$ cat config.mk
export PLATFORM = sky130hd
export DESIGN_NAME = sr_frame_rx
export DESIGN_NICKNAME = d
export VERILOG_FILES = /design/src/rtl/sr_frame_rx.sv
export SDC_FILE = /design/constraint.sdc
export NUM_CORES = 1
export LEC_CHECK = 0
export ABC_AREA = 1
export CAP_MARGIN = 20
export CORE_MARGIN = 2
export CORE_UTILIZATION = 60
export CTS_CLUSTER_DIAMETER = 120
export DETAILED_ROUTE_END_ITERATION = 16
export PLACE_DENSITY = 0.85
export SYNTH_ARGS = -nofsm -noshare
export SYNTH_HDL_FRONTEND = slang
export SYNTH_SLANG_ARGS = --single-unit
$ cat constraint.sdc
create_clock -name CLK -period 3.5 [get_ports CLK]
set_input_delay 1.05 -clock CLK [delete_from_list [all_inputs] [get_ports CLK]]
set_output_delay 1.05 -clock CLK [all_outputs]
set_load 0.005 [all_outputs]
$ cat src/rtl/sr_frame_rx.sv
// sr_frame_rx: capture end of the static/dynamic shift-register load link.
// Samples CLK_uC/SEL/MOSI on CLK, deserialises MSB-first frames into a
// dynamic or static word and flags completed words with one-cycle pulses.
//
// state      | meaning
// -----------+--------------------------------------------------
// IDLE       | no frame in progress, waiting for a CLK_uC rise
// SHIFT_DYN  | dynamic frame partially received
// SHIFT_STAT | static frame partially received
module sr_frame_rx #(
    parameter int SIZESRDYN    = 16,
    parameter int SIZESRSTAT   = 88,
    parameter int IDLE_TIMEOUT = 64
) (
    input  logic                  CLK,
    input  logic                  RST_N,
    input  logic                  CLK_uC,
    input  logic                  SEL,
    input  logic                  MOSI,
    output logic [SIZESRDYN-1:0]  DYN_DATA,
    output logic                  DYN_VALID,
    output logic [SIZESRSTAT-1:0] STAT_DATA,
    output logic                  STAT_VALID,
    output logic                  FRAME_ERR,
    output logic                  BUSY
);

    localparam int CW  = $clog2(SIZESRSTAT + 1);
    localparam int TW  = $clog2(IDLE_TIMEOUT + 1);
    // Shadows hold N-1 bits: the final bit goes straight from mosi_s into DATA.
    localparam int DSW = SIZESRDYN - 1;
    localparam int SSW = SIZESRSTAT - 1;

    typedef enum logic [1:0] {
        IDLE       = 2'd0,
        SHIFT_DYN  = 2'd1,
        SHIFT_STAT = 2'd2
    } state_t;

    state_t                state_q, state_d;
    logic [CW-1:0]         cnt_q, cnt_d, cnt_inc;
    logic [TW-1:0]         to_q, to_d;
    logic [DSW-1:0]        dyn_sh_q, dyn_sh_d;
    logic [SSW-1:0]        stat_sh_q, stat_sh_d;
    logic [SIZESRDYN-1:0]  dyn_data_q, dyn_data_d;
    logic [SIZESRSTAT-1:0] stat_data_q, stat_data_d;
    logic                  dyn_valid_q, dyn_valid_d;
    logic                  stat_valid_q, stat_valid_d;
    logic                  err_q, err_d;
    logic                  accept;

    logic       clk_meta_q, clk_s_q, clk_dly_q;
    logic       sel_meta_q, sel_s_q;
    logic       mosi_meta_q, mosi_s_q;
    logic [1:0] fill_q;
    logic       armed_q;
    logic       rise;

    // Two-flop synchronisers, rise-detect delay and rise arming.
    // A rise is only honoured once clk_s has been seen low after the
    // synchroniser refilled, so a CLK_uC held high across reset is ignored.
    always_ff @(posedge CLK or negedge RST_N) begin
        if (!RST_N) begin
            clk_meta_q  <= 1'b0;
            clk_s_q     <= 1'b0;
            clk_dly_q   <= 1'b0;
            sel_meta_q  <= 1'b0;
            sel_s_q     <= 1'b0;
            mosi_meta_q <= 1'b0;
            mosi_s_q    <= 1'b0;
            fill_q      <= 2'd0;
            armed_q     <= 1'b0;
        end else begin
            clk_meta_q  <= CLK_uC;
            clk_s_q     <= clk_meta_q;
            clk_dly_q   <= clk_s_q;
            sel_meta_q  <= SEL;
            sel_s_q     <= sel_meta_q;
            mosi_meta_q <= MOSI;
            mosi_s_q    <= mosi_meta_q;
            if (fill_q != 2'd2) fill_q <= fill_q + 2'd1;
            if (fill_q == 2'd2 && !clk_s_q) armed_q <= 1'b1;
        end
    end

    assign rise    = clk_s_q & ~clk_dly_q & armed_q;
    assign cnt_inc = cnt_q + CW'(1);

    // State register plus shadow, counter and output registers.
    always_ff @(posedge CLK or negedge RST_N) begin
        if (!RST_N) begin
            state_q      <= IDLE;
            cnt_q        <= '0;
            to_q         <= '0;
            dyn_sh_q     <= '0;
            stat_sh_q    <= '0;
            dyn_data_q   <= '0;
            stat_data_q  <= '0;
            dyn_valid_q  <= 1'b0;
            stat_valid_q <= 1'b0;
            err_q        <= 1'b0;
        end else begin
            state_q      <= state_d;
            cnt_q        <= cnt_d;
            to_q         <= to_d;
            dyn_sh_q     <= dyn_sh_d;
            stat_sh_q    <= stat_sh_d;
            dyn_data_q   <= dyn_data_d;
            stat_data_q  <= stat_data_d;
            dyn_valid_q  <= dyn_valid_d;
            stat_valid_q <= stat_valid_d;
            err_q        <= err_d;
        end
    end

    // Next state: SEL mismatch beats a rise, a rise beats the timeout.
    always_comb begin
        state_d      = state_q;
        cnt_d        = cnt_q;
        to_d         = to_q;
        dyn_sh_d     = dyn_sh_q;
        stat_sh_d    = stat_sh_q;
        dyn_data_d   = dyn_data_q;
        stat_data_d  = stat_data_q;
        dyn_valid_d  = 1'b0;
        stat_valid_d = 1'b0;
        err_d        = 1'b0;
        accept       = 1'b0;

        unique case (state_q)
            IDLE: accept = rise;
            SHIFT_DYN, SHIFT_STAT: begin
                if (sel_s_q != (state_q == SHIFT_STAT)) begin
                    err_d   = 1'b1;
                    cnt_d   = '0;
                    to_d    = '0;
                    state_d = IDLE;
                end else if (rise) begin
                    accept = 1'b1;
                end else if (to_q == TW'(IDLE_TIMEOUT)) begin
                    err_d   = 1'b1;
                    cnt_d   = '0;
                    to_d    = '0;
                    state_d = IDLE;
                end else begin
                    to_d = to_q + TW'(1);
                end
            end
            default: state_d = IDLE;
        endcase

        // In a SHIFT state an accepted bit always matches sel_s, so sel_s
        // alone picks the register for both the first and later bits.
        if (accept) begin
            to_d = '0;
            if (sel_s_q) begin
                stat_sh_d = SSW'({stat_sh_q, mosi_s_q});
                if (cnt_inc == CW'(SIZESRSTAT)) begin
                    stat_data_d  = {stat_sh_q, mosi_s_q};
                    stat_valid_d = 1'b1;
                    cnt_d        = '0;
                    state_d      = IDLE;
                end else begin
                    cnt_d   = cnt_inc;
                    state_d = SHIFT_STAT;
                end
            end else begin
                dyn_sh_d = DSW'({dyn_sh_q, mosi_s_q});
                if (cnt_inc == CW'(SIZESRDYN)) begin
                    dyn_data_d  = {dyn_sh_q, mosi_s_q};
                    dyn_valid_d = 1'b1;
                    cnt_d       = '0;
                    state_d     = IDLE;
                end else begin
                    cnt_d   = cnt_inc;
                    state_d = SHIFT_DYN;
                end
            end
        end
    end

    // Outputs: registered data and pulses, BUSY decoded from state.
    always_comb begin
        DYN_DATA   = dyn_data_q;
        DYN_VALID  = dyn_valid_q;
        STAT_DATA  = stat_data_q;
        STAT_VALID = stat_valid_q;
        FRAME_ERR  = err_q;
        BUSY       = (state_q != IDLE);
    end

endmodule

==> results by group, run 1 <==
Yosys
  – #FFs+latches synth: approximately 240
  – Simple-gate portion of the synthesized area: between 10% and 20%
  – Compound-Gate Fraction of Synth Area: between 10% and 20%
  – Cells after Synth: 979
  – Syn_area_per_cell: roughly 9.5 sq um
  – Cell Area, Synth: between 0.009 and 0.01 sq mm
  – Post-Synth XOR/XNOR Area: less than 1%
  – Largest family of logic cells by synthesized area: simple AND/OR/NAND/NOR gates
  – Post-Synth Adder-Cell Area: 0.939%
  – Yosys cell types: 32
  – Yosys warns: 0
  – Yosys top cell area share: 63.0%
  – Sequential share of the synthesized area: 63.0%
  – Ranking of synthesized cells by area: dfrtp_1 (63%), nand2_1 (14%), o21ai_1 (6.5%)
  – Post-synthesis mux area share: 0%
  – Synth area leader: dfrtp_1
  – Syn_nets: ~990

Die
  – Rows: 45
  – Initial Util: between 60 and 70%
  – Area of the die: between 0.015 and 0.02 sq mm
  – # IOs: about 110
  – Chip height: ~130 microns
  – Die width: 129 microns
  – Core Region: about 0.015 sq mm

Pwr
  – Power per cell area: ~540 mW/mm^2
  – LEAKAGE: 5.61 nW
  – Worst vdd ir: between 0.4 and 0.5 mV

Global routing
  – First-pass GRT wire length: 32.3 mm
  – Met3 Use GR: under 10%
  – Total global-route track usage: approximately a quarter
  – Busiest grt layer: met2
  – GRT overflow: 0
  – Grt met2 use: approximately two fifths
  – Initial antenna violation count: 0
  – Met1 Use GR: 34.1%
  – Vias in the first global route: 6717
  – Largest net degree at the start of global routing: between 100 and 150

Setup path
  – WP data required: 2.45 ns
  – Worst r2r src: state_q[0]
  – Crit Path Max Fanout: 3
  – Critical path capture point type: primary output
  – CP Launch Type: register
  – Critical Path AT: about 1.8 ns
  – Worst Reg-to-Reg Cells: 10
  – Worst reg2reg setup slack: about 0.86 ns
  – CP Class: register to primary output
  – Worst r2r dst: STAT_DATA[48]

CTS
  – Clk_lat worst skew: just over 0.5 ns
  – Clock Sinks: roughly 240
  – CTS Hold Bufs: 0
  – CTS Buf Count: 24
  – Clock Pin Slew Worst Setup and Hold Paths: 0.06 ns
  – Clock Tree Root: clkbuf_16
  – Clock tree buffer depth: 3
  – Post-CTS Resized: 0
  – CTS tree: built
  – Post-CTS Setup Bufs: 0
  – # H-tree levels: 1

Final layout
  – Share of layout cells above drive strength 1: about 6%
  – Synth-to-Final Area Change: 20.6%
  – Final cell area excluding filler cells: approximately 0.011 sq mm
  – Most frequent cells in the layout: nand2_1 (354), dfrtp_1 (235), o21ai_1 (122)
  – Cell Count, Final, Fillers Out: around 1300
  – # fillers: 1013
  – # diodes: 0
  – Most common cell after layout, fill and taps aside: nand2_1
  – NumNets Final: roughly 1100

Timing
  – Worst-Margin Slew: 0.860 ns
  – Tcrit/Tclk final: about four fifths
  – Clock Skew: between 0.008 and 0.009 ns
  – Setup Viol. Count Final: 0
  – FMAX: about 350 MHz
  – Hold Vio Cnt, Final: 0
  – RSZ-0062 raised after global routing: false
  – TNS Setup: 0 ns
  – Max Slew Vio Count: 0
  – Worst slew margin: 42.7%
  – Post-route minimum period: about 2.9 ns

Detailed routing
  – Vias/cell: 5.45
  – Vias: between 6000 and 7000
  – Drt wl/cell: approximately 15 microns
  – WL final: about 19 mm
  – TritonRoute pass-1 iters: 5
  – Residual DRC: 0
  – Starting DRT DRC Count: 617
  – Final antenna-violating net count: 0

Place
  – # port buffers: 112
  – Post-DP HPWL: roughly 11 mm
  – Placed insts: 1234
  – RD Place Congestion: about 0.84
  – Placement Cell Area: between 0.01 and 0.015 sq mm

Worst hold path
  – Worst min path class: register to register
  – WHS Endpoint: clk_s_q
  – HP Start: clk_meta_q
  – Hold-critical path depth: 0

Run
  – # Max-Cap Violations: 0

Status
  – Status: completed
cell type report:
type	instances	area [sq um]	area share [%]
inverter	54	208	1.85
multi-input combinational	637	2900	25.7
clock buffer	38	754	6.71
timing repair buffer	120	1240	11.0
sequential	235	5880	52.3
clock inverter	6	38.8	0.345
tap	188	235	2.09
state kept, by name (all words and copies together) (netlist names), 2 cells and up:
name       cells
STAT_DATA     88
stat_sh_q     87
DYN_DATA      16
dyn_sh_q      15
cnt_q          7
to_q           7
fill_q         2
state_q        2
per-stage QoR:
stage	utilization, %	total power, mW	hold WS, ns	worst slack [ns]
CTS	74.0	6.12	0.348	0.622
global placement	68.8	3.60	0.336	1.14
floorplan	-	3.44	0.331	1.65
finish	74.0	6.09	0.347	0.640
detailed placement	68.8	3.62	0.337	0.981
global route	74.0	6.33	0.366	0.559
logic make-up (layout without fill, tap and decap cells):
kind of cell | after synthesis | in the layout
xor+xnor | 7 | 7
compound gates | 224 | 224
simple gates | 399 | 399
buf+inv | 107 | 218
fa+ha+maj | 7 | 7
flops | 235 | 235
worst max-delay path, stage by stage, from the launching register on:
cell and delay (ns):
dfrtp_1 0.38, inv_1 0.08, ha_1 0.19, inv_1 0.12
clkdlybuf4s50_1 0.53
synth_stat cells (all sizes together):
| master | count |
|---|---|
| nand3b | 1 |
| nand3 | 15 |
| a21oi | 2 |
| xnor2 | 2 |
| xor2 | 5 |
| clkbuf | 16 |
| nand4 | 1 |
| dfrtp | 235 |
| ha | 7 |
| nor3 | 3 |
| o22ai | 1 |
| buf | 37 |
| o21ai | 219 |
| inv | 54 |
| o2bb2ai | 1 |
| nor2 | 20 |
| nand2 | 359 |
| o21bai | 1 |
per-layer routing:
layer	vias to the layer above	part of all wire (%)
met2	185	48
met5	-	0
li1	3351	-
met3	34	4.1
met1	3394	46
met4	0	2.3
power by group:
part	total [mW]	switching, mW	leakage (nW)	internal [mW]
Clock	2.49	1.01	0.388	1.48
Sequential	2.95	0.104	3.24	2.85
Combinational	0.652	0.475	1.99	0.177
how the worst max path moves through the flow:
stage                    start       endpoint  slack, ns  depth (start not counted)
finish              state_q[0]           BUSY       0.64                          4
global route        state_q[0]           BUSY       0.56                          4
CTS                 state_q[0]           BUSY       0.62                          4
detailed placement  state_q[0]  STAT_DATA[51]       0.98                         10
global placement    state_q[0]  STAT_DATA[42]       1.14                         10
floorplan           state_q[0]  STAT_DATA[66]       1.65                         12
Power figures use the tool's default switching activity.
==> run 2, diff against run 1 <==
- CORE_UTILIZATION: 60 -> 50
- PLACE_DENSITY: 0.85 -> 0.76
- clock period: 3.5 -> 2.3 ns (I/O delays scaled with it)
==> run 2 against run 1 <==
Worst setup slack got worse by 0.49 ns; utilization decreased by 11 points; largest power group unchanged; critical path type is now register to register; via count decreased by 2.8%; largest cell class unchanged.
==> results by group, run 2 (same netlist as run 1, synthesis figures left out) <==
Final layout
  – Core Util, Final: approximately 63%
  – Share of layout cells above drive strength 1: under 10%
  – Most frequent cells in the layout: nand2_1 (354), dfrtp_1 (234), o21ai_1 (126)
  – Synth-to-Final Area Change: 22.5%
  – # diodes: 0
  – Sequential Area: approximately 0.0059 sq mm
  – # fillers: roughly 1500
  – NumNets Final: 1096
  – Most common cell after layout, fill and taps aside: nand2_1
  – Final cell area excluding filler cells: about 0.011 sq mm
  – Multi-input gate area: ~0.0029 sq mm
  – Max reg flops: a little under 90

Detailed routing
  – Drt wl/cell: 14.2 microns
  – Vias: between 6000 and 7000
  – Vias/cell: about 5.1
  – Final antenna-violating net count: 0
  – TritonRoute pass-1 iters: 5
  – WL final: ~19 mm
  – Residual DRC: 0
  – Starting DRT DRC Count: between 300 and 400

Pwr
  – Worst vdd ir: between 0.5 and 0.6 mV
  – Pwr Total: between 9 and 10 mW
  – LEAKAGE: 5.69 nW
  – Power per cell area: a little over 800 mW/mm^2

Global routing
  – Vias in the first global route: 6656
  – Total global-route track usage: 19.6%
  – Largest net degree at the start of global routing: 93
  – GRT overflow: 0
  – Initial antenna violation count: 0
  – First-pass GRT wire length: 32.6 mm

Setup path
  – CP Launch Type: register
  – Crit Path Max Fanout: 16
  – Critical Path AT: roughly 2.5 ns
  – Worst r2r src: cnt_q[0]
  – Worst path bufs/invs: 2
  – Critical path capture point type: register
  – Crit-path max cell delay: between 0.4 and 0.5 ns
  – Worst Reg-to-Reg Cells: 10
  – WP data required: approximately 2.7 ns
  – Worst reg2reg setup slack: roughly 0.15 ns
  – Setup crit start: cnt_q[0]
  – CP Class: register to register
  – Worst r2r dst: DYN_DATA[9]
  – CP Cell Sequence: ha_1 > nand2_2 > nor2_2 > inv_1 > nand2_1 > nor2_2 > nand3_1 > buf_4 > o21ai_0 > nand2_1
  – Slowest CP cell: dfrtp_2
  – CP top delay family: simple AND/OR/NAND/NOR gates

Timing
  – Worst-Margin Slew: between 0.4 and 0.5 ns
  – Hold Vio Cnt, Final: 0
  – Clock Skew: 0.00848 ns
  – RSZ-0062 raised after global routing: true
  – Setup WS post-layout: 0.149 ns
  – Setup Viol. Count Final: 0
  – Tcrit/Tclk final: 93.5%
  – FMAX: 465 MHz
  – Max Slew Vio Count: 0
  – Worst slew margin: between 70% and 80%
  – Post-route minimum period: between 2 and 2.5 ns

Status
  – Status: completed

Die
  – Rows: between 40 and 50
  – # IOs: between 100 and 150
  – Core Region: 0.0181 sq mm
  – Area of the die: roughly 0.020 sq mm
  – Chip height: about 140 microns
  – Die width: about 140 microns
  – Initial Util: between 50% and 60%

CTS
  – CTS tree: built
  – Clock tree buffer depth: 3
  – # H-tree levels: 1
  – Clk_lat worst skew: ~0.5 ns
  – CTS Buf Count: 25
  – Clock Sinks: between 200 and 250
  – CTS Hold Bufs: 0
  – Clock Pin Slew Worst Setup and Hold Paths: around 0.060 ns
  – Clock Tree Root: clkbuf_16

Place
  – Post-placement setup slack: between 0.15 and 0.2 ns
  – Post-DP HPWL: around 12 mm
  – Placement Cell Area: 0.0106 sq mm
  – RD Place Congestion: roughly 0.83
  – # port buffers: between 100 and 150

Worst hold path
  – Worst min path class: input port to async pin

Run
  – # Max-Cap Violations: 0
[run 2: cell types whose count changed in the layout (fill, tap and decap cells not counted), sizes merged]
cell / delta
buf: +11
bufinv: +1
clkbuf: -3
clkdlybuf4s50: -1
clkinvlp: -2
dlygate4sd2: +1
inv: -1
[run 2: repair_timing]
action	4_1_cts	5_1_grt
setup endpoints to repair	1	21
setup buffers	2	0
pin swaps	0	0
resized for setup	1	6
cloned	0	0
[run 2: worst max-delay path by stage]
stage | end | slack [ns] | cells after the start
global placement | cnt_q[4] | 0.33 | 12
floorplan | STAT_DATA[66] | 0.45 | 12
finish | DYN_DATA[9] | 0.15 | 10
detailed placement | cnt_q[4] | 0.18 | 12
CTS | cnt_q[0] | 0.08 | 12
global route | STAT_DATA[49] | -0.0007 | 11
[run 2: layout make-up]
cell class	instances	area share (%)
tap	229	2.51
clock buffer	35	6.33
timing repair buffer	131	12.1
inverter	54	1.82
multi-input combinational	637	25.4
sequential	235	51.5
clock inverter	4	0.394
[run 2: layer usage]
layer	global-route usage (%)	wire (microns)
met1	28.5	8790
met4	6.21	410
met5	0	0
met3	2.89	806
met2	30.9	8780
[run 2: power by group]
part / leakage, nW / switching, mW / internal [mW]
combinational: 2.06 / 0.716 / 0.323
clock: 0.382 / 1.50 / 2.27
sequential: 3.24 / 0.157 / 4.33
[run 2: stage by stage]
step / setup TNS, ns / hold slack [ns] / std cells
floorplan: 0 / 0.331 / 979
global placement: 0 / 0.331 / 1284
detailed placement: 0 / 0.340 / 1284
CTS: 0 / 0.106 / 1325
global route: -0.000749 / 0.121 / 1325
finish: 0 / 0.0995 / 1325
[run 2: worst reg2reg max path, cell delays in order, from the launching register on]
cell and delay [ns]:
dfrtp_2 0.44, ha_1 0.24, nand2_2 0.12, nor2_2 0.07, inv_1 0.08, nand2_1 0.09, nor2_2 0.21, nand3_1 0.22
buf_4 0.25, o21ai_0 0.23, nand2_1 0.07
==> run 3, diff against run 2 <==
- RECOVER_POWER: not set -> 25
==> run 3 against run 2 <==
Clock power about the same; global-route usage unchanged; largest power group unchanged; die area stayed put; critical path depth unchanged; utilization shrank 0.29 points; first-iteration DRC count grew 1.8%; power about the same; via count is 0.37% higher; largest cell class unchanged; worst setup slack improved by 0.0029 ns; count of clock-buffer cells in the layout unchanged.
==> results by group, run 3 (same netlist as run 1, synthesis figures left out) <==
Setup path
  – Critical Path AT: around 2.5 ns
  – WP data required: ~2.7 ns
  – Crit Path Max Fanout: 16
  – CP Class: register to register
  – CP Launch Type: register
  – Critical path capture point type: register

Final layout
  – Multi-input gate area: just under 0.003 sq mm
  – Most common cell after layout, fill and taps aside: nand2_1
  – NumNets Final: 1096
  – Cell Count, Final, Fillers Out: approximately 1300
  – Share of layout cells above drive strength 1: about 6.7%
  – Most frequent cells in the layout: nand2_1 (354), dfrtp_1 (234), o21ai_1 (126)
  – # diodes: 0
  – Max reg flops: 88
  – Synth-to-Final Area Change: 21.9%
  – # fillers: between 1500 and 2000
  – Sequential Area: 0.00588 sq mm

Detailed routing
  – WL final: 18.7 mm
  – Final antenna-violating net count: 0
  – Vias: 6793
  – TritonRoute pass-1 iters: 4
  – Vias/cell: just over 5
  – Residual DRC: 0
  – Starting DRT DRC Count: a little over 400
  – Drt wl/cell: around 14 microns

Global routing
  – Largest net degree at the start of global routing: 93
  – First-pass GRT wire length: ~33 mm
  – Total global-route track usage: about a fifth
  – Initial antenna violation count: 0
  – GRT overflow: 0
  – Vias in the first global route: 6656

Timing
  – TNS Setup: 0 ns
  – Setup Viol. Count Final: 0
  – Hold Vio Cnt, Final: 0
  – RSZ-0062 raised after global routing: true
  – Tcrit/Tclk final: between 90% and 100%
  – FMAX: roughly 470 MHz
  – Worst-Margin Slew: approximately 1.3 ns
  – Max Slew Vio Count: 0
  – Clock Skew: 0.00907 ns
  – Worst slew margin: ~15%
  – Post-route minimum period: approximately 2.1 ns
  – Worst hold margin: between 0.3 and 0.4 ns

Die
  – Die width: around 140 microns
  – Area of the die: between 0.015 and 0.02 sq mm
  – Rows: 49
  – Chip height: approximately 140 microns
  – # IOs: 113
  – Core Region: ~0.018 sq mm
  – Initial Util: about half

Pwr
  – LEAKAGE: between 5 and 6 nW
  – Power per cell area: approximately 800 mW/mm^2
  – Pwr Total: 9.29 mW
  – Worst vdd ir: between 0.5 and 0.6 mV

CTS
  – CTS Buf Count: 25
  – Clock tree buffer depth: 3
  – Clock Pin Slew Worst Setup and Hold Paths: approximately 0.060 ns
  – Clk_lat worst skew: 0.50 ns
  – # H-tree levels: 1
  – Clock Sinks: 235
  – Clock Tree Root: clkbuf_16
  – CTS Hold Bufs: 0
  – CTS tree: built

Place
  – Placed insts: ~1300
  – # port buffers: 112
  – Post-DP HPWL: between 10 and 15 mm
  – RD Place Congestion: slightly above 0.8

Status
  – Status: completed

Run
  – # Max-Cap Violations: 0

Worst hold path
  – Worst min path class: register to register
run 3: changes by cell type in the layout (fill, tap and decap cells not counted), sizes merged:
cell           delta
clkdlybuf4s50     -3
clkbuf            +5
buf               -5
dlygate4sd3       +3
run 3: final timing paths:
kind,start,cells past startpoint,slack [ns],to
setup / recovery,cnt_q[0],10,0.15,DYN_DATA[9]
setup reg to reg,cnt_q[0],10,0.15,DYN_DATA[9]
hold / removal,clk_meta_q,0,0.35,clk_s_q
min in group asynchronous,RST_N,1,0.46,dyn_sh_q[13]
max in group asynchronous,RST_N,2,0.49,stat_sh_q[10]
hold reg to reg,clk_meta_q,0,0.35,clk_s_q
run 3: power by group:
part           switching [mW]  internal (mW)
sequential              0.157           4.33
combinational           0.715          0.312
clock                    1.51           2.27
total                    2.38           6.91
run 3: per-stage QoR:
stage	worst slack (ns)	area, sq um	util, %
6_report	0.152	11400	62.7
5_1_grt	-0.000749	11400	62.7
4_1_cts	0.0765	11400	62.9
3_5_place_dp	0.177	10600	58.6
3_3_place_gp	0.328	10600	58.6
2_1_floorplan	0.448	9330	-
run 3: per-layer routing:
metal  GRT usage [%]  vias up  wire length (microns)
li1                -     3361                      -
met1            28.5     3244                   8730
met2            30.9      163                   8740
met3            2.89       25                    835
met4            6.21        0                    413
met5               0        -                      0
run 3: critical path, stage by stage, from the launching register on:
cell and delay (ns):
dfrtp_2 0.44, ha_1 0.24, nand2_2 0.12, nor2_2 0.07, inv_1 0.08, nand2_1 0.09
nor2_2 0.21, nand3_1 0.22, buf_4 0.25, o21ai_0 0.22, nand2_1 0.07
run 3: layout make-up:
cell class	instances	area share [%]
Sequential cell	235	51.7
Multi-Input combinational cell	637	25.5
Timing Repair Buffer	131	11.7
Clock buffer	35	6.36
Tap cell	229	2.52
Inverter	54	1.83
Clock inverter	4	0.396
run 3: timing repair:
action	CTS	global route
endpoints found under the setup margin	1	21
buffers inserted	2	0
gates resized for setup	1	6
hold endpoints to repair	0	0
pin swaps	0	0
